`src/rtl/uart_pkg.sv`:
```
// uart_pkg: shared constants and state encoding for the UART receiver.
//   DATA_W        - payload width (8 bits, LSB first on the wire)
//   CD_MAX_DEF    - default bit-period terminal count (38400 baud at 100 MHz)
//   CD_WIDTH_DEF  - default width of the bit-period counter
//   uart_state_e  - receiver FSM states
package uart_pkg;

    localparam int DATA_W       = 8;
    localparam int CD_MAX_DEF   = 2603;
    localparam int CD_WIDTH_DEF = 16;

    typedef enum logic [2:0] {
        ST_IDLE  = 3'd0,
        ST_START = 3'd1,
        ST_DATA  = 3'd2,
        ST_STOP  = 3'd3,
        ST_BREAK = 3'd4
    } uart_state_e;

endpackage

```
`src/rtl/uart_rx_sync.sv`:
```
// uart_rx_sync: two-flop synchronizer for the asynchronous serial line.
// Both flops reset to 1 so an idle (high) line is seen during and after reset.
//   clk   - system clock
//   rst_n - asynchronous active-low reset
//   d     - asynchronous input
//   q     - synchronized output
module uart_rx_sync (
    input  logic clk,
    input  logic rst_n,
    input  logic d,
    output logic q
);

    logic meta;

    always_ff @(posedge clk or negedge rst_n) begin
        if (!rst_n) begin
            meta <= 1'b1;
            q    <= 1'b1;
        end else begin
            meta <= d;
            q    <= meta;
        end
    end

endmodule

```
`src/rtl/uart_rx.sv`:
```
// uart_rx: 8N1 UART receiver with mid-bit sampling.
// Optional build macro: UART_RX_MAJORITY_EN - sample points use the 2-of-3
// majority of a 3-deep history of the synchronized line instead of a single
// sample.
//   clk       - system clock (rising edge)
//   rst_n     - asynchronous active-low reset
//   rx        - serial line, idle high
//   rbus      - last correctly framed byte
//   valid     - one-cycle pulse when rbus is updated
//   frame_err - one-cycle pulse when the stop bit samples low
//   busy      - high whenever the FSM is not idle
//
// state | meaning
// IDLE  | waiting for rx_s low (start edge), counter held at 0
// START | counting to the middle of the start bit to reject glitches
// DATA  | sampling 8 data bits, one per bit period, LSB first
// STOP  | sampling the stop bit; high delivers the byte, low flags an error
// BREAK | line stuck low after a framing error; wait for it to go high
module uart_rx
    import uart_pkg::*;
#(
    parameter int CD_MAX   = CD_MAX_DEF,
    parameter int CD_WIDTH = CD_WIDTH_DEF
) (
    input  logic              clk,
    input  logic              rst_n,
    input  logic              rx,
    output logic [DATA_W-1:0] rbus,
    output logic              valid,
    output logic              frame_err,
    output logic              busy
);

    localparam logic [2:0] IDLE  = ST_IDLE;
    localparam logic [2:0] START = ST_START;
    localparam logic [2:0] DATA  = ST_DATA;
    localparam logic [2:0] STOP  = ST_STOP;
    localparam logic [2:0] BREAK = ST_BREAK;

    localparam logic [CD_WIDTH-1:0] CNT_TOP  = CD_WIDTH'(CD_MAX);
    localparam logic [CD_WIDTH-1:0] CNT_HALF = CD_WIDTH'(CD_MAX / 2);
    localparam logic [CD_WIDTH-1:0] CNT_ONE  = CD_WIDTH'(1);

    logic              rx_s;
    logic              samp;
    logic [2:0]        state;
    logic [CD_WIDTH-1:0] cnt;
    logic [2:0]        idx;
    logic [DATA_W-1:0] sr;

    uart_rx_sync u_sync (
        .clk   (clk),
        .rst_n (rst_n),
        .d     (rx),
        .q     (rx_s)
    );

`ifdef UART_RX_MAJORITY_EN
    logic [2:0] hist;

    always_ff @(posedge clk or negedge rst_n) begin
        if (!rst_n) begin
            hist <= 3'b111;
        end else begin
            hist <= {hist[1:0], rx_s};
        end
    end

    assign samp = (hist[0] & hist[1]) | (hist[0] & hist[2]) | (hist[1] & hist[2]);
`else
    assign samp = rx_s;
`endif

    assign busy = (state != IDLE);

    always_ff @(posedge clk or negedge rst_n) begin
        if (!rst_n) begin
            state     <= IDLE;
            cnt       <= '0;
            idx       <= '0;
            sr        <= '0;
            rbus      <= '0;
            valid     <= 1'b0;
            frame_err <= 1'b0;
        end else begin
            valid     <= 1'b0;
            frame_err <= 1'b0;
            case (state)
                IDLE: begin
                    cnt <= '0;
                    idx <= '0;
                    if (!rx_s) begin
                        state <= START;
                    end
                end
                START: begin
                    if (cnt == CNT_HALF) begin
                        cnt   <= '0;
                        // high at mid start bit means the low was a glitch
                        state <= samp ? IDLE : DATA;
                    end else begin
                        cnt <= cnt + CNT_ONE;
                    end
                end
                DATA: begin
                    if (cnt == CNT_TOP) begin
                        cnt <= '0;
                        sr  <= {samp, sr[DATA_W-1:1]};
                        idx <= idx + 3'd1;
                        if (idx == 3'd7) begin
                            state <= STOP;
                        end
                    end else begin
                        cnt <= cnt + CNT_ONE;
                    end
                end
                STOP: begin
                    if (cnt == CNT_TOP) begin
                        cnt <= '0;
                        if (samp) begin
                            rbus  <= sr;
                            valid <= 1'b1;
                            state <= IDLE;
                        end else begin
                            frame_err <= 1'b1;
                            state     <= BREAK;
                        end
                    end else begin
                        cnt <= cnt + CNT_ONE;
                    end
                end
                BREAK: begin
                    cnt <= '0;
                    if (rx_s) begin
                        state <= IDLE;
                    end
                end
                default: begin
                    state <= IDLE;
                    cnt   <= '0;
                end
            endcase
        end
    end

endmodule

```
`config.mk`:
```
export PLATFORM = sky130hd
export DESIGN_NAME = uart_rx
export DESIGN_NICKNAME = d
export VERILOG_FILES = /design/src/rtl/uart_pkg.sv /design/src/rtl/uart_rx_sync.sv /design/src/rtl/uart_rx.sv
export SDC_FILE = /design/constraint.sdc
export NUM_CORES = 1
export LEC_CHECK = 0
export ABC_AREA = 1
export BUFFER_PORTS_ARGS = -buffer_cell sky130_fd_sc_hd__buf_2
export CAP_MARGIN = 20
export CORE_MARGIN = 3
export CORE_UTILIZATION = 35
export DETAILED_ROUTE_END_ITERATION = 10
export HOLD_SLACK_MARGIN = 0.15
export PLACE_DENSITY_LB_ADDON = 0.2
export SLEW_MARGIN = 5
export SYNTH_ARGS = -nofsm -noshare
export SYNTH_HDL_FRONTEND = slang
export SYNTH_SLANG_ARGS = --single-unit
export TNS_END_PERCENT = 5
```
`constraint.sdc`:
```
create_clock -name clk -period 2.2 [get_ports clk]
set_clock_uncertainty 0.2 [all_clocks]
set_input_delay 0.22 -clock clk [delete_from_list [all_inputs] [get_ports clk]]
set_output_delay 0.22 -clock clk [all_outputs]
set_load 0.05 [all_outputs]
```
==> results.py, run 1 <==
metrics = {
    "sta": {
        "final.setup.tns_ns": 0,
        "holdWs_ns": 0.158,
        "layout_setup_ws_ns": 0.314,
        "hold_viol": 0,
        "drv_slew": 0,
        "rsz0062_at_grt": "no",
        "min_period_ns": 1.89,
        "max_freq_mhz": 530,
        "setup_viol": 0,
        "period_share_pct": 85.7,
        "relSlewSlack_pct": 49.1,
        "tightest_slew_ns": 0.763,
    },
    "logic_synthesis": {
        "synth_top_area_share_pct": 45.7,
        "synth.avg_cell_area_um2": 8.23,
        "synth_area_um2": 2190,
        "ys_seq_elements": 42,
        "yosysTopAreaCell": "dfrtp_1",
        "synth_area_leaders": "dfrtp_1 (46%), nand2_1 (14%), inv_1 (5.0%)",
        "syn-num-nets": 273,
        "syn_inst": 266,
        "yosysUniqueCellTypes": 27,
        "seq_area_frac_synth_pct": 48.1,
        "yosysWarnings": 0,
    },
    "placed_design": {
        "dp_cells": 351,
        "port_buffers": 13,
        "gp_congestion": 0.825,
        "place_ws_ns": 0.327,
        "post-dp-hpwl_um": 3290,
    },
    "critical_path": {
        "cp_slowest_stage_delay_ns": 0.41,
        "r2r_start": "cnt[0]",
        "crit_start": "cnt[0]",
        "arrival_ns": 1.86,
        "criticalPathCategory": "reg -> reg",
        "crit_chain": "ha_1 -> nand3_1 -> nor2_2 -> nand3_2 -> nor2_1 -> a21oi_2",
        "end_kind": "flip-flop",
        "worst_setup_path_start_kind": "flip-flop",
        "critPathMaxFanout": 15,
        "cp.required_ns": 2.17,
        "reg2reg_slack_ns": 0.31,
        "cp_slowest_cell": "dfrtp_1",
    },
    "power": {
        "netSwitchingPower_uw": 294,
        "power.share.clock_pct": 43.3,
        "sw_frac_of_total_pct": 20.9,
        "p_leak_uw": 0.00122,
        "p_comb_share_pct": 1.6,
        "seqPwrFrac_pct": 55.1,
        "p_per_area_nw_per_um2": 575,
        "ir_drop_mv": 0.316,
        "p_int_uw": 1110,
    },
    "cts": {
        "cts_max_level": 2,
        "clockBufferDepth": 2,
        "cts_sinks": 42,
        "post_cts_buffers": 0,
        "clk_pin_slew_ns": 0.09,
        "post_cts_resized": 0,
        "clkLatencyLatePin_ns": 0.30,
        "cts_tree": "done",
        "cts_buffers": 5,
        "root_buffer": "clkbuf_8",
    },
    "final_layout": {
        "multiInputGateArea_um2": 963,
        "antenna_cells": 0,
        "final_nets": 292,
        "drive_gt1_share_pct": 18.9,
        "final_cell_mix": "nand2_1 (79), dfrtp_1 (40), inv_1 (29), nor2_1 (21), nand3_1 (19)",
        "mostFrequentLayoutCell": "nand2_1",
        "regArea_um2": 1050,
        "fin_cells": 361,
        "nFillCells": 607,
        "area.growth.synth_to_final_pct": 12.0,
    },
    "routing": {
        "postRouteAntennaNets": 0,
        "drt_iter0_markers": 90,
        "wl_per_cell_um": 12.4,
        "num_vias": 1704,
        "routed_wl_um": 4490,
        "drt_pass1_iterations": 4,
        "drc": 0,
        "vias_per_cell": 4.72,
    },
    "floorplanning": {
        "die_x_um": 85.1,
        "placement_rows": 28,
        "coreArea_um2": 5990,
        "die_h_um": 85.1,
        "dieArea_um2": 7240,
        "initial_core_util_pct": 36.5,
        "io_pins": 14,
    },
    "global_routing": {
        "grt_antenna_before_repair": 0,
        "gr-usage-all-layers_pct": 14.0,
        "grt_pass1_wl_um": 8040,
        "grt_pass1_vias": 1684,
        "overflow": 0,
        "grt_max_degree": 35,
    },
    "hold_path": {
        "hold_class": "reg -> reg",
        "min_from": "u_sync.meta",
    },
    "flow_run": {
        "maxCapViolCount": 0,
    },
    "run_status": {
        "status": "completed",
    },
}
[state kept, by name, summed over array words and instances (netlist names)]
name and flops:
valid 1, u_sync.q 1, state 3, sr 8, frame_err 1, idx 3
u_sync.meta 1, cnt 16, rbus 8
[area by class of cell]
class                   instances  share of cell area, %
flip-flops and latches         42                   43.0
multi-input cells             185                   39.3
inverters                      33                   5.05
repair buffers                 18                   4.39
well taps                      75                   3.83
clock buffers                   5                   2.81
clock inverters                 3                   1.63
[layer usage]
metal  global-route usage (%)  vias up  part of all wire (%)
met5                        0        -                     0
met4                     5.18        0                   1.7
li1                         -      882                     -
met2                     21.0       35                    43
met1                     19.5      781                    51
met3                     3.20        6                   4.2
[final timing paths]
kind                             to  cells past startpoint
min in group asynchronous     valid                      2
min reg2reg                u_sync.q                      0
min                        u_sync.q                      0
max in group asynchronous    cnt[3]                      3
max reg2reg                   sr[6]                      6
max                           sr[6]                      6
[through the flow]
stage,cell area [um2],power [uW],utilization (%)
final,2450,1410,40.9
after global routing,2450,1470,40.9
after CTS,2450,1430,40.9
after detailed placement,2320,813,38.8
after global placement,2320,812,38.8
after floorplan,2190,793,-
[power by group through the flow]
stage	Combinational [uW]	Clock, uW	Sequential, uW
after floorplan	1.64	0	791
after global placement	21.2	0	791
after detailed placement	21.5	0	791
after CTS	24.1	631	776
after global routing	26.4	666	776
final	22.2	610	776
[synth_stat cells]
cell type / instances
and3_1: 1
dfstp_2: 2
buf_4: 2
o21ai_0: 2
nand2_1: 79
a21oi_2: 3
o21ai_2: 6
o21ai_1: 3
nand4_1: 9
nor3_4: 1
nor3_2: 2
inv_2: 4
nor2_4: 1
xnor2_1: 3
buf_6: 2
nor2_2: 4
nand2_2: 3
nand3_2: 4
buf_2: 2
nor3_1: 2
nor2_1: 21
dfrtp_1: 40
nand3_1: 19
inv_1: 29
xor2_1: 5
a21oi_1: 13
ha_1: 4
[repair_timing]
item                                    in CTS  in global routing
endpoints found under the setup margin       0                  0
hold buffers                                 2                  0
endpoints found under the hold margin       32                  0
[worst max-delay path: cells and delay by family (launching register included)]
family | cells | cell delay, ns
adders and majority gates | 1 | 0.25
AOI/OAI and AO/OA | 1 | 0.04
and+or+nand+nor | 4 | 0.86
DFF | 1 | 0.41
[cell families (layout without fill, tap and decap cells)]
logic type                 count (synthesis)  in the layout  share of synthesized area, %
AOI/OAI and AO/OA                         27             27                          7.72
xor gates and xnor gates                   8              8                          3.20
adders and majority gates                  4              4                          2.29
buffers and inverters                     39             59                          7.83
DFF                                       42             42                          48.1
and+or+nand+nor                          146            146                          30.8
No activity file was read; power rests on OpenSTA's default activity.
==> run 2: changes to the inputs <==
CORE_ASPECT_RATIO = 0.5   (was unset)
==> run 2 against run 1 <==
Via count up 0.41%. Sequential power is essentially flat. Non-clock buffer count up 1. Power grew 15%. Setup slack lost 0.026 ns. Register-to-register slack got worse by 0.03 ns. Hold slack lost 0.0020 ns. Clock power is 35% higher. First-iteration DRC count rose by 20%. Die area grew 0.80%. Final area is 3.2% higher. Final cell count grew 2.8%. Largest cell class unchanged. Largest power group is now clock.
==> results.py, run 2 (synthesis results as in run 1) <==
metrics = {
    "run_status": {
        "status": "completed",
    },
    "hold_path": {
        "hold_class": "reg -> reg",
    },
    "critical_path": {
        "cp.required_ns": 2.17,
        "worst_setup_path_start_kind": "flip-flop",
        "path_delay_family": "simple AND/OR/NAND/NOR gates",
        "cp_slowest_cell": "dfrtp_1",
        "end_kind": "flip-flop",
        "arrival_ns": 1.88,
        "critPathMaxFanout": 15,
        "path_buf_inv": 0,
        "cpMostUsedCell": "nand2_1",
        "criticalPathCategory": "reg -> reg",
        "crit_chain": "ha_1 -> nand3_1 -> nor2_2 -> nand2_1 -> nand2_2 -> nand2_1 -> nand2_1 -> o21ai_2",
        "cp_slowest_stage_delay_ns": 0.40,
    },
    "routing": {
        "drt_pass1_iterations": 4,
        "drt_iter0_markers": 108,
        "postRouteAntennaNets": 0,
        "wl_per_cell_um": 11.9,
        "num_vias": 1711,
        "vias_per_cell": 4.61,
        "drc": 0,
        "routed_wl_um": 4410,
    },
    "power": {
        "seqPwrFrac_pct": 47.9,
        "p_comb_share_pct": 1.5,
        "sw_frac_of_total_pct": 18.9,
        "netSwitchingPower_uw": 306,
        "p_per_area_nw_per_um2": 642,
        "p_leak_uw": 0.00125,
        "power.share.clock_pct": 50.7,
        "ir_drop_mv": 0.391,
        "p_int_uw": 1320,
    },
    "cts": {
        "root_buffer": "clkbuf_16",
        "cts_buffers": 5,
        "clkLatencyLatePin_ns": 0.28,
        "post_cts_resized": 0,
        "cts_tree": "done",
        "clockBufferDepth": 2,
        "cts_sinks": 42,
        "cts_max_level": 2,
        "clk_pin_slew_ns": 0.06,
    },
    "flow_run": {
        "maxCapViolCount": 0,
    },
    "floorplanning": {
        "placement_rows": 19,
        "die_h_um": 61.9,
        "initial_core_util_pct": 38.0,
        "coreArea_um2": 5750,
        "io_pins": 14,
        "die_x_um": 118,
        "dieArea_um2": 7300,
    },
    "sta": {
        "relSlewSlack_pct": 66.9,
        "period_share_pct": 86.9,
        "final.setup.tns_ns": 0,
        "holdWs_ns": 0.156,
        "tightest_slew_ns": 0.495,
        "max_freq_mhz": 523,
        "hold_viol": 0,
        "drv_slew": 0,
        "rsz0062_at_grt": "no",
        "setup_viol": 0,
        "min_period_ns": 1.91,
    },
    "final_layout": {
        "final_nets": 293,
        "fin_cells": 371,
        "area.growth.synth_to_final_pct": 15.6,
        "final_cell_mix": "nand2_1 (79), dfrtp_1 (40), inv_1 (29), nor2_1 (21), nand3_1 (19)",
        "largest_register": "cnt",
        "antenna_cells": 0,
        "drive_gt1_share_pct": 18.5,
        "multiInputGateArea_um2": 963,
        "largest_reg_flops": 16,
        "nFillCells": 576,
        "mostFrequentLayoutCell": "nand2_1",
        "final_core_util_pct": 44.0,
        "regArea_um2": 1050,
        "top_regs": "cnt x16, rbus x8, sr x8",
    },
    "placed_design": {
        "post-dp-hpwl_um": 3280,
        "gp_congestion": 0.863,
        "dp_cells": 360,
        "port_buffers": 13,
    },
    "global_routing": {
        "overflow": 0,
        "grt_pass1_vias": 1626,
        "grt_pass1_wl_um": 7780,
        "gr-usage-all-layers_pct": 13.8,
        "grt_max_degree": 32,
        "grt_antenna_before_repair": 0,
    },
}
==> run 2: final timing paths <==
path	startpoint	endpoint	slack, ns	depth (start not counted)
max in group asynchronous	rst_n	sr[7]	0.68	3
min in group asynchronous	rst_n	rbus[7]	0.31	3
min	u_sync.meta	u_sync.q	0.16	0
max	cnt[0]	idx[1]	0.29	8
max reg2reg	cnt[0]	idx[1]	0.29	8
min reg2reg	u_sync.meta	u_sync.q	0.16	0
==> run 2: timing repair <==
item,4_1_cts,5_1_grt
hold buffers,3,0
endpoints found under the hold margin,41,0
buffers inserted,0,0
==> run 2: power groups by stage <==
stage | logic (uW) | registers (uW) | clock network (uW)
3_5_place_dp | 20.9 | 791 | 0
3_3_place_gp | 20.4 | 791 | 0
5_1_grt | 27.8 | 777 | 886
4_1_cts | 25.1 | 777 | 847
2_1_floorplan | 1.64 | 791 | 0
6_report | 23.7 | 777 | 823
==> run 2: final cells by class <==
type | count | share of cell area [%]
clock buffers | 6 | 5.09
clock inverters | 2 | 1.48
inverters | 33 | 4.90
multi-input cells | 185 | 38.1
flip-flops and latches | 42 | 41.6
well taps | 84 | 4.15
repair buffers | 19 | 4.65
==> run 2: worst register-to-register path, delay by kind of cell, from the launching register on <==
family | cells | cell delay [ns]
flops | 1 | 0.40
simple gates | 6 | 0.90
fa+ha+maj | 1 | 0.26
compound gates | 1 | 0.05
==> run 2: routing by layer <==
layer | vias up | GRT usage [%] | routed length, um
met2 | 23 | 22.1 | 1960
li1 | 888 | - | -
met1 | 796 | 17.8 | 2220
met5 | - | 0 | 0
met3 | 4 | 5.24 | 179
met4 | 0 | 4.17 | 58
==> run 2: through the flow <==
step | cell area (um2) | setup slack, ns | power [uW]
floorplan | 2190 | 0.594 | 793
global route | 2530 | 0.0629 | 1690
detailed placement | 2330 | 0.295 | 812
global placement | 2330 | 0.349 | 811
finish | 2530 | 0.288 | 1620
CTS | 2530 | 0.271 | 1650
==> run 3: changes to the inputs <==
PLACE_DENSITY = 0.6   (was unset)
PLACE_DENSITY_LB_ADDON = unset   (was 0.2)
==> run 3 against run 2 <==
Clock power shrank 14%. Count of clock-buffer cells in the layout is the same. Via count grew 3.2%. Sequential power is essentially flat. Die area is the same. Fmax grew 1.7%. Final area shrank 1.0%. Core utilization shrank 0.46 points. Hold slack is essentially flat. Largest cell class unchanged. Largest power group is now registers. Highest routed layer unchanged.
==> results.py, run 3 (synthesis results as in run 1) <==
metrics = {
    "run_status": {
        "status": "completed",
    },
    "cts": {
        "ctsHoldBuffers": 2,
        "clockBufferDepth": 2,
        "clk_pin_slew_ns": 0.06,
        "cts_sinks": 42,
        "post_cts_resized": 0,
        "clkLatencyLatePin_ns": 0.28,
        "cts_max_level": 2,
        "post_cts_buffers": 0,
        "cts_tree": "done",
        "cts_buffers": 5,
        "root_buffer": "clkbuf_16",
    },
    "placed_design": {
        "post-dp-hpwl_um": 3360,
        "port_buffers": 13,
        "gp_congestion": 0.830,
        "placed_area_um2": 2340,
        "place_ws_ns": 0.306,
    },
    "sta": {
        "final.setup.tns_ns": 0,
        "period_share_pct": 85.5,
        "rsz0062_at_grt": "no",
        "min_period_ns": 1.88,
        "drv_slew": 0,
        "hold_viol": 0,
        "layout_setup_ws_ns": 0.319,
        "setup_viol": 0,
        "relSlewSlack_pct": 74.5,
        "tightest_slew_ns": 0.381,
        "max_freq_mhz": 532,
    },
    "routing": {
        "drt_pass1_iterations": 4,
        "routed_wl_um": 4470,
        "vias_per_cell": 4.76,
        "postRouteAntennaNets": 0,
        "drt_iter0_markers": 136,
        "wl_per_cell_um": 12.0,
        "num_vias": 1766,
        "drc": 0,
    },
    "global_routing": {
        "grt_pass1_vias": 1655,
        "grt_pass1_wl_um": 7800,
        "gr-usage-all-layers_pct": 13.7,
        "overflow": 0,
        "grt_antenna_before_repair": 0,
        "grt_max_degree": 19,
    },
    "final_layout": {
        "area.growth.synth_to_final_pct": 14.4,
        "final_nets": 293,
        "drive_gt1_share_pct": 18.8,
        "antenna_cells": 0,
        "top_regs": "cnt x16, rbus x8, sr x8",
        "largest_reg_flops": 16,
        "final_cell_area_um2": 2500,
        "final_cell_mix": "nand2_1 (79), dfrtp_1 (40), inv_1 (29), nor2_1 (21), nand3_1 (19)",
        "largest_register": "cnt",
        "final_core_util_pct": 43.5,
        "mostFrequentLayoutCell": "nand2_1",
    },
    "critical_path": {
        "cp_slowest_stage_delay_ns": 0.40,
        "arrival_ns": 1.82,
        "cp.required_ns": 2.14,
        "cp_slowest_cell": "dfrtp_1",
        "crit_chain": "ha_1 -> nand3_1 -> nor2_2 -> nand2_1 -> nand2_2 -> buf_4 -> a21oi_1",
        "critPathMaxFanout": 10,
        "criticalPathCategory": "reg -> reg",
        "path_buf_inv": 1,
        "end_kind": "flip-flop",
        "path_delay_family": "simple AND/OR/NAND/NOR gates",
        "worst_setup_path_start_kind": "flip-flop",
    },
    "floorplanning": {
        "die_x_um": 118,
        "io_pins": 14,
        "coreArea_um2": 5750,
        "placement_rows": 19,
        "initial_core_util_pct": 38.0,
        "die_h_um": 61.9,
        "dieArea_um2": 7300,
    },
    "power": {
        "p_per_area_nw_per_um2": 603,
        "ir_drop_mv": 0.298,
        "p_leak_uw": 0.00124,
    },
    "hold_path": {
        "hold_class": "reg -> reg",
    },
    "flow_run": {
        "maxCapViolCount": 0,
    },
}
[run 3: cell types whose count changed in the layout (fill, tap and decap cells not counted), sizes merged]
cell,before,now
clkinv,0,2
dlygate4sd3,3,2
bufinv,1,0
buf,16,17
clkinvlp,1,0
[run 3: per-layer routing]
metal | global-route usage, % | up-vias | part of all wire [%]
met3 | 3.71 | 4 | 3.6
met1 | 18.4 | 838 | 51
met2 | 21.2 | 37 | 44
met4 | 6.17 | 0 | 1.2
met5 | 0 | - | 0
li1 | - | 887 | -
[run 3: per-stage QoR]
step / std cells / total power, uW / hold slack [ns]
global placement: 361 / 813 / -0.0506
floorplan: 266 / 793 / -0.276
detailed placement: 361 / 813 / -0.0469
CTS: 371 / 1530 / 0.157
finish: 371 / 1510 / 0.156
global route: 371 / 1570 / 0.159
[run 3: area by class of cell]
type	instances	area, um2
tap	84	105
sequential	42	1050
fill	591	3250
clock buffer	6	129
multi-input combinational	185	963
clock inverter	2	13.8
inverter	33	124
timing repair buffer	19	115
[run 3: power breakdown]
| part | switching, uW | total [uW] | leakage, uW | internal, uW |
|---|---|---|---|---|
| Combinational | 17.1 | 23.5 | 0.000604 | 6.42 |
| Sequential | 1.20 | 777 | 0.000565 | 776 |
| Clock | 290 | 710 | 0.0000708 | 420 |
[run 3: path summary, 6_finish.rpt]
check | end | start | depth (start not counted) | slack [ns]
min | u_sync.q | u_sync.meta | 0 | 0.16
min reg2reg | u_sync.q | u_sync.meta | 0 | 0.16
max | cnt[8] | cnt[0] | 7 | 0.32
max in group asynchronous | u_sync.q | rst_n | 3 | 1.06
max reg2reg | cnt[8] | cnt[0] | 7 | 0.32
min in group asynchronous | idx[1] | rst_n | 2 | 0.18
[run 3: worst register-to-register path, stage by stage (launching register included)]
cell     delay, ns
dfrtp_1       0.40
ha_1          0.27
nand3_1       0.14
nor2_2        0.17
nand2_1       0.09
nand2_2       0.16
buf_4         0.22
a21oi_1       0.10
